File: src/rtl/atuador_pkg.sv
// Shared state encodings and default timing constants for the actuator controller.
package atuador_pkg;

    typedef enum logic [1:0] {
        ST_OFF   = 2'b00,
        ST_ON    = 2'b01,
        ST_COOL  = 2'b10,
        ST_FAULT = 2'b11
    } estado_t;

    localparam int unsigned DEF_DEB_CYCLES = 4;
    localparam int unsigned DEF_MIN_ON     = 8;
    localparam int unsigned DEF_MIN_OFF    = 8;
    localparam int unsigned DEF_MAX_ON     = 64;
    localparam int unsigned DEF_CNT_W      = 8;

endpackage

File: src/rtl/filtro_debounce.sv
// Two-flop synchroniser followed by a stability filter: q_out only follows the
// synchronised input after DEB_CYCLES consecutive mismatching cycles.
module filtro_debounce
    import atuador_pkg::*;
#(
    parameter int unsigned DEB_CYCLES = DEF_DEB_CYCLES
) (
    input  logic clk,
    input  logic rst_n,
    input  logic d_in,
    output logic q_out
);

    localparam int unsigned CW = (DEB_CYCLES > 1) ? $clog2(DEB_CYCLES) : 1;
    localparam logic [CW-1:0] CNT_LAST = CW'(DEB_CYCLES - 1);

    logic          r_sync1;
    logic          r_sync2;
    logic          r_filt;
    logic [CW-1:0] r_cnt;

    always_ff @(posedge clk or negedge rst_n) begin
        if (!rst_n) begin
            r_sync1 <= 1'b0;
            r_sync2 <= 1'b0;
            r_filt  <= 1'b0;
            r_cnt   <= '0;
        end else begin
            r_sync1 <= d_in;
            r_sync2 <= r_sync1;
            // Any cycle of agreement restarts the stability window.
            if (r_sync2 == r_filt) begin
                r_cnt <= '0;
            end else if (r_cnt == CNT_LAST) begin
                r_filt <= r_sync2;
                r_cnt  <= '0;
            end else begin
                r_cnt <= r_cnt + 1'b1;
            end
        end
    end

    assign q_out = r_filt;

endmodule

File: src/rtl/controlador_de_atuador.sv
// Actuator drive controller: debounced request, minimum on/off times and a
// maximum on-time watchdog that latches a fault until acknowledged.
module controlador_de_atuador
    import atuador_pkg::*;
#(
    parameter int unsigned DEB_CYCLES = DEF_DEB_CYCLES,
    parameter int unsigned MIN_ON     = DEF_MIN_ON,
    parameter int unsigned MIN_OFF    = DEF_MIN_OFF,
    parameter int unsigned MAX_ON     = DEF_MAX_ON,
    parameter int unsigned CNT_W      = DEF_CNT_W
) (
    input  logic       clk,
    input  logic       rst_n,
    input  logic       sel_in,
    input  logic       fault_clr,
    output logic       act_out,
    output logic       fault,
    output logic [1:0] state
);

    localparam logic [CNT_W-1:0] MIN_ON_LAST  = CNT_W'(MIN_ON - 1);
    localparam logic [CNT_W-1:0] MIN_OFF_LAST = CNT_W'(MIN_OFF - 1);
    localparam logic [CNT_W-1:0] MAX_ON_LAST  = CNT_W'(MAX_ON - 1);

    logic             w_req_f;
    estado_t          r_state;
    estado_t          w_next;
    logic [CNT_W-1:0] r_timer;
    logic             r_act;
    logic             r_fault;

    filtro_debounce #(
        .DEB_CYCLES(DEB_CYCLES)
    ) u_filtro (
        .clk  (clk),
        .rst_n(rst_n),
        .d_in (sel_in),
        .q_out(w_req_f)
    );

    always_comb begin
        w_next = r_state;
        case (r_state)
            ST_OFF: begin
                if (w_req_f) w_next = ST_ON;
            end
            ST_ON: begin
                // Watchdog is checked first so it wins over a simultaneous release.
                if (w_req_f && (r_timer == MAX_ON_LAST)) begin
                    w_next = ST_FAULT;
                end else if (!w_req_f && (r_timer >= MIN_ON_LAST)) begin
                    w_next = ST_COOL;
                end
            end
            ST_COOL: begin
                if (r_timer == MIN_OFF_LAST) w_next = ST_OFF;
            end
            ST_FAULT: begin
                if (fault_clr && !w_req_f) w_next = ST_COOL;
            end
            default: w_next = ST_OFF;
        endcase
    end

    always_ff @(posedge clk or negedge rst_n) begin
        if (!rst_n) begin
            r_state <= ST_OFF;
            r_timer <= '0;
            r_act   <= 1'b0;
            r_fault <= 1'b0;
        end else begin
            r_state <= w_next;
            r_act   <= (w_next == ST_ON);
            r_fault <= (w_next == ST_FAULT);
            if (w_next != r_state) begin
                r_timer <= '0;
            end else if (r_timer != '1) begin
                r_timer <= r_timer + 1'b1;
            end
        end
    end

    assign act_out = r_act;
    assign fault   = r_fault;
    assign state   = r_state;

endmodule

File: config.mk
export PLATFORM = sky130hd
export DESIGN_NAME = controlador_de_atuador
export DESIGN_NICKNAME = d
export VERILOG_FILES = /design/src/rtl/atuador_pkg.sv /design/src/rtl/filtro_debounce.sv /design/src/rtl/controlador_de_atuador.sv
export SDC_FILE = /design/constraint.sdc
export NUM_CORES = 1
export LEC_CHECK = 0
export ABC_CLOCK_PERIOD_IN_PS = 2000
export BUFFER_PORTS_ARGS = -buffer_cell sky130_fd_sc_hd__buf_2
export CAP_MARGIN = 30
export CORE_ASPECT_RATIO = 0.8
export CORE_MARGIN = 5
export CORE_UTILIZATION = 31
export DETAILED_ROUTE_END_ITERATION = 10
export GPL_ROUTABILITY_DRIVEN = 0
export PLACE_DENSITY = 0.48
export SYNTH_ARGS = -nofsm -noshare
export SYNTH_HDL_FRONTEND = slang
export SYNTH_SLANG_ARGS = --single-unit
File: constraint.sdc
create_clock -name clk -period 2 [get_ports clk]
set_clock_uncertainty 0.15 [all_clocks]
set_input_delay 0.2 -clock clk [delete_from_list [all_inputs] [get_ports clk]]
set_output_delay 0.2 -clock clk [all_outputs]
set_load 0.05 [all_outputs]
==> results.yml <==
worst_setup_path:
  critPathLaunch: "r_timer[0]"
  critical-path-max-stage-delay_ps: 420
  cp-start-kind: "flip-flop"
  required_ps: 2050
  worstPathArrival_ps: 1960
  path_max_fanout: 8
  path_delay_family: "compound AO/OA/AOI/OAI gates"
  crit_chain: "ha_2 > a211o_1 > o311ai_4 > mux2i_4 > nor3_1"
  crit_path_top_delay_cell: "dfrtp_1"
  worst_setup_path_end_kind: "flip-flop"
  worst-path-buf-inv: 0
  crit_type: "flip-flop to flip-flop"
  crit-reg2reg-launch: "r_timer[0]"
synthesis:
  yosys_register_bits: 17
  synth_area_um2: 868.3
  yosys-top-cells-area: "dfrtp_1 (49%), nor3_1 (4.6%), nand2_1 (3.5%)"
  synth_largest_area_cell: "dfrtp_1"
  seq_area_frac_synth: 0.4899
  synth_top_area_share: 0.4899
  synth_cells: 84
  ys_types: 36
  synth_area_per_cell_um2: 10.34
  synth.net_count: 90
  yosysWarnings: 0
  async_flop_share: 1.000
  synthFlopType: "dfrtp_1"
  synth-edff-count: 0
detailed_routing:
  dr.pass1.iters: 4
  drt-total-wl_mm: 1.722
  ant_nets: 0
  drtIter0Drc: 25
  viasPerCell: 4.774
  wl_per_cell_um: 12.57
  drc: 0
  dr_total_vias: 654
global_routing:
  grt_usage: 0.1000
  grt_pass1_vias: 643
  grt_max_degree: 18
  overflow: 0
  grt_pass1_wl_mm: 3.111
  antenna_found_initial: 0
sta:
  finalCritPeriodShare: 0.9524
  clock.fmax_ghz: 0.5250
  worst_slew_pin_slew_ps: 389.0
  setup_viol: 0
  finalHoldViolations: 0
  slew-limit-headroom: 0.7407
  setup_ws_ps: 95.29
  finalSetupTns_ps: 0
  grt_setup_unrepaired: "no"
  final.min_clock_period_ps: 1905
  drv_slew: 0
final_layout:
  multi_input_area_um2: 439.2
  nets: 106
  final_cell_mix: "dfrtp_1 (17), nand2_1 (8), nor3_1 (7), buf_2 (7)"
  fillCellCount: 293
  layout-drive-gt1-share: 0.2626
  syn_to_final_growth_pct: 19.74
  n_antenna_cell: 0
  seqCellArea_um2: 425.4
  final_common_cell: "dfrtp_1"
power_and_ir_drop:
  vdd_drop_max_mv: 0.5115
  powerDensity_nw_per_um2: 1405
  p_leak_nw: 0.4556
clock_tree:
  cts_sinks: 17
  h-tree-depth: 1
  clk_pin_slew_ps: 100
  cts.path.max_buffers: 2
  cts_setup_buffers: 0
  cts_tree: "built"
  clk_latency_ps: 290
  cts_root_buf: "clkbuf_4"
  cts_made_buffers: 3
placement:
  portBuffers: 7
  hpwl_mm: 1.241
  post-place-ws_ps: 66.68
outcome:
  outcome: "finished clean"
floorplan:
  dieWidth_um: 69.17
  start_util: 0.3189
  floorplan.core_area_um2: 2723
  ioPinCount: 8
  rows: 17
  die_h_um: 57.34
  dieArea_um2: 3966
job:
  maxCapViolCount: 0
hold_path:
  min_path_type: "input port to asynchronous set/reset pin"
-- flip-flops by register name, summed over array words and instances (netlist names) --
name              flops
act_out               1
fault                 1
r_timer               8
state                 2
u_filtro.q_out        1
u_filtro.r_cnt        2
u_filtro.r_sync1      1
u_filtro.r_sync2      1
-- path summary, 6_finish.rpt --
check                                    end  slack, ps  depth (start not counted)
max                               r_timer[5]        100                          5
min                        u_filtro.r_cnt[1]        200                          2
max reg2reg                       r_timer[5]        100                          5
min reg2reg                 u_filtro.r_sync2        210                          0
max in group asynchronous              fault       1220                          2
min in group clk            u_filtro.r_sync2        210                          0
-- report_power, final --
group	switching (W)	internal, W	total (W)
clock	0.000108	0.0000744	0.000182
combinational	0.000430	0.000282	0.000712
sequential	0.000109	0.000457	0.000566
total	0.000647	0.000813	0.00146
-- cell type report --
type,instances,area share
clock buffers,3,0.02166
clock inverters,1,0.004813
inverters,2,0.007220
multi-input cells,62,0.4224
flip-flops and latches,17,0.4091
well taps,38,0.04573
repair buffers,14,0.08905
-- through the flow --
step / std cells / cell area, um^2 / power [W] / hold slack [ps] / utilization
after floorplan: 84 / 868.3 / 0.001079 / -245.6 / -
after global placement: 131 / 975.9 / 0.001250 / -6.946 / 0.3585
after detailed placement: 131 / 975.9 / 0.001250 / -3.781 / 0.3585
after CTS: 137 / 1023 / 0.001443 / 197.4 / 0.3759
after global routing: 137 / 1040 / 0.001582 / 217.7 / 0.3819
final: 137 / 1040 / 0.001460 / 201.0 / 0.3819
-- synthesized netlist by cell type, drive strengths merged, types with 2 or more instances --
| master | n |
|---|---|
| a21oi | 2 |
| and2 | 2 |
| clkbuf | 2 |
| dfrtp | 17 |
| ha | 2 |
| inv | 2 |
| mux2i | 3 |
| nand2 | 8 |
| nand3 | 4 |
| nor2 | 5 |
| nor2b | 3 |
| nor3 | 9 |
| o21ai | 3 |
| or2 | 2 |
-- routing by layer --
metal | vias to the layer above | GRT usage | routed length (um)
met5 | - | 0 | 0
met4 | 0 | 0.04178 | 23
met3 | 2 | 0.04225 | 89
met2 | 13 | 0.1359 | 702
met1 | 307 | 0.1384 | 906
li1 | 332 | - | -
-- cells by family (layout without fill, tap and decap cells) --
kind of cell	Yosys count	in the layout	synth area share
simple gates	40	40	0.2536
flops	17	17	0.4899
compound gates	15	15	0.1456
buf+inv	5	20	0.02306
mux	3	3	0.03890
fa+ha+maj	2	2	0.02881
xor+xnor	2	2	0.02018
-- repair_timing --
item,CTS,global route
resized for setup,0,3
endpoints found under the hold margin,18,0
hold buffers,2,0
endpoints found under the setup margin,0,6
(Power assumes the default switching activity.)
